$ cat src/rtl/alu_arbiter.sv
// Two-requester front end for one shared combinational ALU: grant, issue, capture, respond.
// Define ALU_ARB_FIXED_PRIO_EN to replace round-robin arbitration with fixed priority (requester 0 wins).
module alu_arbiter #(
  parameter logic [2:0] IDLE_OP = 3'd3
) (
  input  logic        clk,
  input  logic        rst_n,
  input  logic        req0_valid,
  output logic        req0_ready,
  input  logic [2:0]  req0_op,
  input  logic [15:0] req0_a,
  input  logic [15:0] req0_b,
  input  logic        req1_valid,
  output logic        req1_ready,
  input  logic [2:0]  req1_op,
  input  logic [15:0] req1_a,
  input  logic [15:0] req1_b,
  output logic        rsp0_valid,
  input  logic        rsp0_ready,
  output logic [15:0] rsp0_data,
  output logic        rsp0_flag_z,
  output logic        rsp0_err,
  output logic        rsp1_valid,
  input  logic        rsp1_ready,
  output logic [15:0] rsp1_data,
  output logic        rsp1_flag_z,
  output logic        rsp1_err,
  output logic [15:0] alu_a,
  output logic [15:0] alu_b,
  output logic [2:0]  alu_op,
  input  logic [15:0] alu_c,
  input  logic        alu_flag_z,
  output logic        busy
);

  typedef enum logic [1:0] {
    S_IDLE = 2'd0,
    S_EXEC = 2'd1,
    S_RESP = 2'd2
  } state_e;

  state_e      state_q;
  logic        gnt_q;
  logic [2:0]  op_q;
  logic [2:0]  alu_op_q;
  logic [15:0] alu_a_q;
  logic [15:0] alu_b_q;
  logic [15:0] data_q;
  logic        z_q;
  logic        err_q;
  logic [1:0]  rsp_valid_q;
  logic        busy_q;
`ifndef ALU_ARB_FIXED_PRIO_EN
  logic        last_q;
`endif

  logic        gnt_s;
  logic        accept_s;
  logic        rsp_ready_s;
  logic [2:0]  op_s;
  logic [15:0] a_s;
  logic [15:0] b_s;

  function automatic logic op_illegal(input logic [2:0] op);
    return (op == 3'd4) || (op == 3'd7);
  endfunction

  // Only SUB forwards the ALU flag; PASS reports whether operand a was zero.
  function automatic logic zero_flag(input logic [2:0] op, input logic [15:0] a, input logic alu_z);
    logic f;
    case (op)
      3'd1:    f = alu_z;
      3'd2:    f = (a == 16'd0);
      default: f = 1'b0;
    endcase
    return f;
  endfunction

  // Grant selection among the currently valid requesters.
  always_comb begin
    gnt_s = 1'b0;
    if (req0_valid && req1_valid) begin
`ifdef ALU_ARB_FIXED_PRIO_EN
      gnt_s = 1'b0;
`else
      gnt_s = ~last_q;
`endif
    end else if (req1_valid) begin
      gnt_s = 1'b1;
    end else begin
      gnt_s = 1'b0;
    end
  end

  assign accept_s    = rst_n && (state_q == S_IDLE) && (req0_valid || req1_valid);
  assign req0_ready  = accept_s && !gnt_s;
  assign req1_ready  = accept_s && gnt_s;
  assign op_s        = gnt_s ? req1_op : req0_op;
  assign a_s         = gnt_s ? req1_a : req0_a;
  assign b_s         = gnt_s ? req1_b : req0_b;
  assign rsp_ready_s = gnt_q ? rsp1_ready : rsp0_ready;

  // Operation sequencer: IDLE accepts, EXEC drives the ALU, RESP holds the result until taken.
  always_ff @(posedge clk or negedge rst_n) begin
    if (!rst_n) begin
      state_q     <= S_IDLE;
      gnt_q       <= 1'b0;
      op_q        <= 3'd0;
      alu_op_q    <= IDLE_OP;
      alu_a_q     <= 16'd0;
      alu_b_q     <= 16'd0;
      data_q      <= 16'd0;
      z_q         <= 1'b0;
      err_q       <= 1'b0;
      rsp_valid_q <= 2'b00;
      busy_q      <= 1'b0;
`ifndef ALU_ARB_FIXED_PRIO_EN
      last_q      <= 1'b1;
`endif
    end else begin
      case (state_q)
        S_IDLE: begin
          if (accept_s) begin
            state_q  <= S_EXEC;
            gnt_q    <= gnt_s;
            op_q     <= op_s;
            alu_op_q <= op_illegal(op_s) ? IDLE_OP : op_s;
            alu_a_q  <= a_s;
            alu_b_q  <= b_s;
            busy_q   <= 1'b1;
          end
        end
        S_EXEC: begin
          state_q     <= S_RESP;
          data_q      <= op_illegal(op_q) ? 16'd0 : alu_c;
          z_q         <= zero_flag(op_q, alu_a_q, alu_flag_z);
          err_q       <= op_illegal(op_q);
          rsp_valid_q <= gnt_q ? 2'b10 : 2'b01;
        end
        S_RESP: begin
          if (rsp_ready_s) begin
            state_q     <= S_IDLE;
            rsp_valid_q <= 2'b00;
            busy_q      <= 1'b0;
            alu_op_q    <= IDLE_OP;
            alu_a_q     <= 16'd0;
            alu_b_q     <= 16'd0;
`ifndef ALU_ARB_FIXED_PRIO_EN
            last_q      <= gnt_q;
`endif
          end
        end
        default: begin
          state_q     <= S_IDLE;
          rsp_valid_q <= 2'b00;
          busy_q      <= 1'b0;
          alu_op_q    <= IDLE_OP;
          alu_a_q     <= 16'd0;
          alu_b_q     <= 16'd0;
        end
      endcase
    end
  end

  assign rsp0_valid  = rsp_valid_q[0];
  assign rsp1_valid  = rsp_valid_q[1];
  assign rsp0_data   = data_q;
  assign rsp1_data   = data_q;
  assign rsp0_flag_z = z_q;
  assign rsp1_flag_z = z_q;
  assign rsp0_err    = err_q;
  assign rsp1_err    = err_q;
  assign alu_op      = alu_op_q;
  assign alu_a       = alu_a_q;
  assign alu_b       = alu_b_q;
  assign busy        = busy_q;

endmodule

$ cat config.mk
export PLATFORM = sky130hd
export DESIGN_NAME = alu_arbiter
export DESIGN_NICKNAME = d
export VERILOG_FILES = /design/src/rtl/alu_arbiter.sv
export SDC_FILE = /design/constraint.sdc
export NUM_CORES = 1
export LEC_CHECK = 0
export BUFFER_PORTS_ARGS = -buffer_cell sky130_fd_sc_hd__buf_2
export CAP_MARGIN = 15
export CORE_MARGIN = 2
export CORE_UTILIZATION = 40
export DETAILED_ROUTE_END_ITERATION = 12
export GPL_ROUTABILITY_DRIVEN = 0
export PLACE_DENSITY = 0.86
export SLEW_MARGIN = 20
export SYNTH_ARGS = -nofsm -noshare
export SYNTH_HDL_FRONTEND = slang
export SYNTH_SLANG_ARGS = --single-unit
export TNS_END_PERCENT = 1
$ cat constraint.sdc
create_clock -name clk -period 2.4 [get_ports clk]
set_input_delay 0.12 -clock clk [delete_from_list [all_inputs] [get_ports clk]]
set_output_delay 0.12 -clock clk [all_outputs]
set_load 0.05 [all_outputs]
==> summary.md, run 1 <==
| Metric | Value |
|---|---|
| Final #Nets | 510 |
| Die Y | 90.8 um |
| Yosys warnings | 0 |
| Crit path launch type | input pin |
| FP Rows | 31 |
| Kind of critical path | input pin to primary output |
| Clock Root Buffer | clkbuf_8 |
| Flops & latches, synth | 63 |
| Leakage Power | 2.30 nW |
| Drt total wl | 7470 um |
| Layout cells sized above 1 | 0.476 |
| RSZ-0062 raised after global routing | false |
| Dominant cell type by area after synthesis | dfrtp_1 |
| Synth cell types | 33 |
| Xor and xnor fraction of the mapped netlist area | 0.00873 |
| Simple-Gate Fraction of Synth Area | 0.112 |
| Post_cts resized | 0 |
| WL/cell | 14.3 um |
| Pwr Total | 6.35 mW |
| Clock skew | 12.1 ps |
| Antenna violations before repair | 0 |
| Final worst setup slack | 270 ps |
| Initial drt markers | 49 |
| Status | finished clean |
| Maxcap violations | 0 |
| CTS tree | built |
| Fillers | 639 |
| Die W | 90.8 um |
| Critical path fanouts, max | 11 |
| Complex-gate fraction of the synthesized area | 0.180 |
| Clk buf depth | 2 |
| Mean post-synth cell area | 11.4 um2 |
| Final period demand of the worst path | 2130 ps |
| Crit path capture type | primary output |
| Cell Pwr Density | 1570 nW/um2 |
| Antenna diodes | 0 |
| Initial Util | 0.415 |
| Post-synth top area share | 0.499 |
| Pre-CTS setup slack | 578 ps |
| Hold_buf cts | 3 |
| Setup TNS | 0 ps |
| Final setup vio count | 0 |
| H-tree depth | 3 |
| Vias | 2674 |
| Detailed-router iteration count before antenna repair | 4 |
| Slew Viols, Final | 0 |
| DP HPWL | 5610 um |
| Num Clock Sinks | 63 |
| All-Layer GR Usage | 0.184 |
| Post-Synth Adder-Cell Area | 0 |
| Total gr overflow | 0 |
| Mux contribution to synthesized area | 0.0802 |
| Clock Latency Late Sink | 320 ps |
| Number of global-route vias before repair | 2695 |
| Global-route wire length before repair | 12300 um |
| Die area | 8240 um2 |
| Largest net degree at the start of global routing | 64 |
| Min-Delay Path Class | input pin to register |
| Area growth from synthesis to layout | 34.3% |
| DRC Markers | 0 |
| Slew headroom | 0.497 |
| Main combinational cell family by area after synthesis | compound AO/OA/AOI/OAI gates |
| Final hold vios | 0 |
| Synthesized Nets | 358 |
| DR vias/cell | 5.13 |
| Seq/Total Area, Yosys | 0.525 |
| Port Buf Inserts | 168 |
| Hold WS | 25.4 ps |
| Fin util | 0.557 |
| Worst EP arrival | 2010 ps |
| IO Pins | 169 |
| Clock slew at reported path FFs | 60 ps |
| Post-route ant nets | 0 |
| Syn Inst Count | 265 |
| Actual slew at the worst max-slew pin | 755 ps |
| Fmax | 0.469 GHz |
| CP required | 2280 ps |
| Ratio of final minimum period to clock period | 0.888 |
| Synth area leaders | dfrtp_1 50%, mux2i_1 7.6%, a21o_1 5.2% |
| Post-CTS setup buffer count | 0 |
| Core area | 7250 um2 |
| Largest vdd supply drop | 815 uV |
| Num CTS Buffers | 9 |
| Synth Cell Area | 3010 um2 |
==> path summary, 6_finish.rpt <==
path | from | endpoint | slack [ps] | cells past startpoint
setup / recovery | rst_n | req1_ready | 270 | 7
hold / removal | alu_c[5] | rsp0_data[5] | 30 | 2
setup reg to reg | last_q | alu_b[1] | 570 | 5
hold reg to reg | alu_op[0] | alu_op[0] | 460 | 2
max in group asynchronous | rst_n | rsp0_data[15] | 1380 | 3
min in group asynchronous | rst_n | rsp_valid_q[0] | 520 | 3
==> final cells by class <==
class / instances / area, um2 / area share
clock buffers: 10 / 138 / 0.0340
clock inverters: 6 / 60.1 / 0.0149
inverters: 6 / 22.5 / 0.00557
multi-input cells: 155 / 1160 / 0.288
flip-flops and latches: 63 / 1580 / 0.391
well taps: 99 / 124 / 0.0306
repair buffers: 182 / 953 / 0.236
==> cells by family (layout without fill, tap and decap cells) <==
| group | Yosys count | in the layout |
|---|---|---|
| AO/OA/AOI/OAI | 68 | 68 |
| flip-flops | 63 | 63 |
| AND/OR/NAND/NOR | 60 | 60 |
| buffers and inverters | 47 | 204 |
| multiplexers | 24 | 24 |
| XOR/XNOR | 3 | 3 |
==> sequential cells by signal, indices dropped and copies added, names as in the netlist, 2 cells and up <==
| signal | cells |
|---|---|
| alu_a | 16 |
| op_q | 3 |
| rsp0_data | 16 |
| alu_b | 16 |
| rsp_valid_q | 2 |
| alu_op | 3 |
| state_q | 2 |
==> stage by stage <==
stage               cell area [um2]  cells
floorplan                      3010    265
global placement               3810    502
detailed placement             3810    502
CTS                            4040    521
global route                   4040    521
finish                         4040    521
==> worst max-delay path: stages <==
cell and delay [ps]:
dlygate4sd3_1 520, buf_2 110, o21ai_1 100, or3_1 370
inv_1 250, and2_1 250, buf_2 290
==> where the power goes <==
part / total, mW / internal, mW / switching, mW / leakage, nW
Sequential: 1.85 / 1.52 / 0.326 / 0.799
Combinational: 3.61 / 0.936 / 2.67 / 1.41
Clock: 0.891 / 0.502 / 0.389 / 0.0981
==> synthesized netlist by cell type <==
library cell / number
dfstp_2: 3
mux2_2: 1
clkbuf_2: 1
a22o_1: 17
xor2_1: 1
a21oi_1: 6
a32o_1: 1
and2_1: 14
o21ai_0: 4
a32oi_1: 2
inv_1: 6
o21a_1: 1
or3_1: 1
nand4_1: 1
buf_4: 19
nor4b_1: 1
nor2_1: 5
dfrtp_1: 60
buf_6: 3
or4_1: 1
clkbuf_1: 9
nand2_1: 12
a21boi_0: 1
buf_2: 9
nand3b_1: 1
mux2i_1: 23
nor2b_1: 2
a211oi_1: 1
a221o_1: 13
a21o_1: 21
o21ai_1: 1
xnor2_1: 2
nor4_1: 22
==> layout by cell type, fill, tap and decap left out, types with 10 or more instances in the layout <==
| cell | n |
|---|---|
| clkbuf_8 | 10 |
| nor4_1 | 21 |
| a21o_1 | 21 |
| buf_2 | 168 |
| mux2i_1 | 23 |
| dfrtp_1 | 60 |
| buf_4 | 11 |
| nand2_1 | 12 |
| and2_1 | 14 |
| a221o_1 | 13 |
| a22o_1 | 17 |
==> metal layers <==
layer  global-route usage  share of wire
met2                0.310           0.52
met3               0.0409          0.064
met1                0.230           0.41
met5                    0              0
met4               0.0705          0.014
Note: power is estimated with default switching activity, not from simulation.
==> run 2, diff against run 1 <==
--- a/config.mk
+++ b/config.mk
@@ -7,7 +7,6 @@
 export LEC_CHECK = 0
 export BUFFER_PORTS_ARGS = -buffer_cell sky130_fd_sc_hd__buf_2
 export CAP_MARGIN = 15
-export CORE_MARGIN = 2
 export CORE_UTILIZATION = 40
 export DETAILED_ROUTE_END_ITERATION = 12
 export GPL_ROUTABILITY_DRIVEN = 0
==> summary.md, run 2 (synthesis results as in run 1) <==
| Metric | Value |
|---|---|
| DR vias/cell | 5.21 |
| Non-filler cells, final | 523 |
| Clock slew at reported path FFs | 70 ps |
| Detailed-router iteration count before antenna repair | 4 |
| Num Clock Sinks | 63 |
| Die W | 88.8 um |
| Commonest non-fill, non-tap cell in the layout | buf_2 |
| Final period demand of the worst path | 2230 ps |
| Initial Util | 0.415 |
| Fmax | 0.449 GHz |
| Placed Instances | 502 |
| Global-route wire length before repair | 11800 um |
| Pwr Total | 6.36 mW |
| IO Pins | 169 |
| RSZ-0062 raised after global routing | false |
| Antenna violations before repair | 0 |
| Final #Nets | 512 |
| Leakage Power | 2.31 nW |
| Kind of critical path | input pin to primary output |
| Ratio of final minimum period to clock period | 0.927 |
| Antenna diodes | 0 |
| Final hold vios | 0 |
| Die area | 7880 um2 |
| Status | finished clean |
| Slew Viols, Final | 0 |
| Min-Delay Path Class | input pin to register |
| Layout cells sized above 1 | 0.469 |
| Critical path fanouts, max | 11 |
| Total gr overflow | 0 |
| Num CTS Buffers | 9 |
| Maxcap violations | 0 |
| Actual slew at the worst max-slew pin | 794 ps |
| Final setup vio count | 0 |
| CTS tree | built |
| Clock Latency Late Sink | 330 ps |
| All-Layer GR Usage | 0.198 |
| Drt total wl | 7720 um |
| Initial drt markers | 74 |
| DRC Markers | 0 |
| Commonest non-fill, non-tap cells in the layout | 168 x buf_2, 60 x dfrtp_1, 23 x mux2i_1, 21 x a21o_1, 21 x nor4_1 |
| Fin util | 0.559 |
| DP Area | 3810 um2 |
| Worst EP arrival | 2110 ps |
| Die Y | 88.8 um |
| Clock Root Buffer | clkbuf_8 |
| CP required | 2280 ps |
| Number of global-route vias before repair | 2566 |
| Vias | 2727 |
| Cell Pwr Density | 1570 nW/um2 |
| Crit path capture type | primary output |
| Final worst setup slack | 175 ps |
| Hold WS | 14.3 ps |
| Post-route ant nets | 0 |
| Largest vdd supply drop | 691 uV |
| FP Rows | 31 |
| Clock skew | 8.47 ps |
| Fillers | 636 |
| WL/cell | 14.8 um |
| Core area | 7250 um2 |
| H-tree depth | 3 |
| Area growth from synthesis to layout | 34.7% |
| Crit path launch type | input pin |
| Port Buf Inserts | 168 |
| Setup TNS | 0 ps |
| Largest net degree at the start of global routing | 64 |
| Slew headroom | 0.470 |
| DP HPWL | 5480 um |
| Clk buf depth | 2 |
| Pre-CTS setup slack | 491 ps |
| Final instance area | 4060 um2 |
run 2: changes by cell type in the layout (fill, tap and decap cells not counted):
cell,delta
clkbuf_1,+2
clkinvlp_4,-2
dlygate4sd3_1,+2
run 2: worst paths after layout:
| kind | from | end | slack, ps | cells past startpoint |
|---|---|---|---|---|
| worst min register to register | alu_op[0] | alu_op[0] | 470 | 2 |
| min in group asynchronous | rst_n | alu_b[14] | 520 | 3 |
| worst max register to register | state_q[0] | alu_a[10] | 470 | 5 |
| max in group asynchronous | rst_n | rsp0_data[13] | 1350 | 3 |
| worst max-delay path | rst_n | req1_ready | 170 | 7 |
| worst min-delay path | alu_c[1] | rsp0_data[1] | 10 | 2 |
run 2: timing repair:
action	4_1_cts	5_1_grt
hold buffers	5	0
gates resized for setup	0	0
setup endpoints to repair	0	0
buffers inserted	0	0
hold endpoints to repair	9	0
run 2: metal layers:
layer	GRT usage	part of all wire	vias up
li1	-	-	1270
met1	0.241	0.42	1319
met2	0.339	0.51	124
met3	0.0382	0.053	14
met4	0.0894	0.018	0
met5	0	0	-
run 2: area by class of cell:
class,count,area [um2],area share
repair buffers,184,973,0.240
well taps,99,124,0.0305
multi-input cells,155,1160,0.287
clock buffers,12,145,0.0358
inverters,6,22.5,0.00555
flip-flops and latches,63,1580,0.390
clock inverters,4,45.0,0.0111
run 2: power by group:
group          internal, mW  switching (mW)
combinational         0.940            2.67
sequential             1.52           0.332
clock                 0.504           0.385
run 2: worst max-delay path, cell delays in order:
cell	delay [ps]
dlygate4sd3_1	520
buf_2	110
o21ai_1	110
or3_1	450
inv_1	270
and2_1	230
buf_2	290
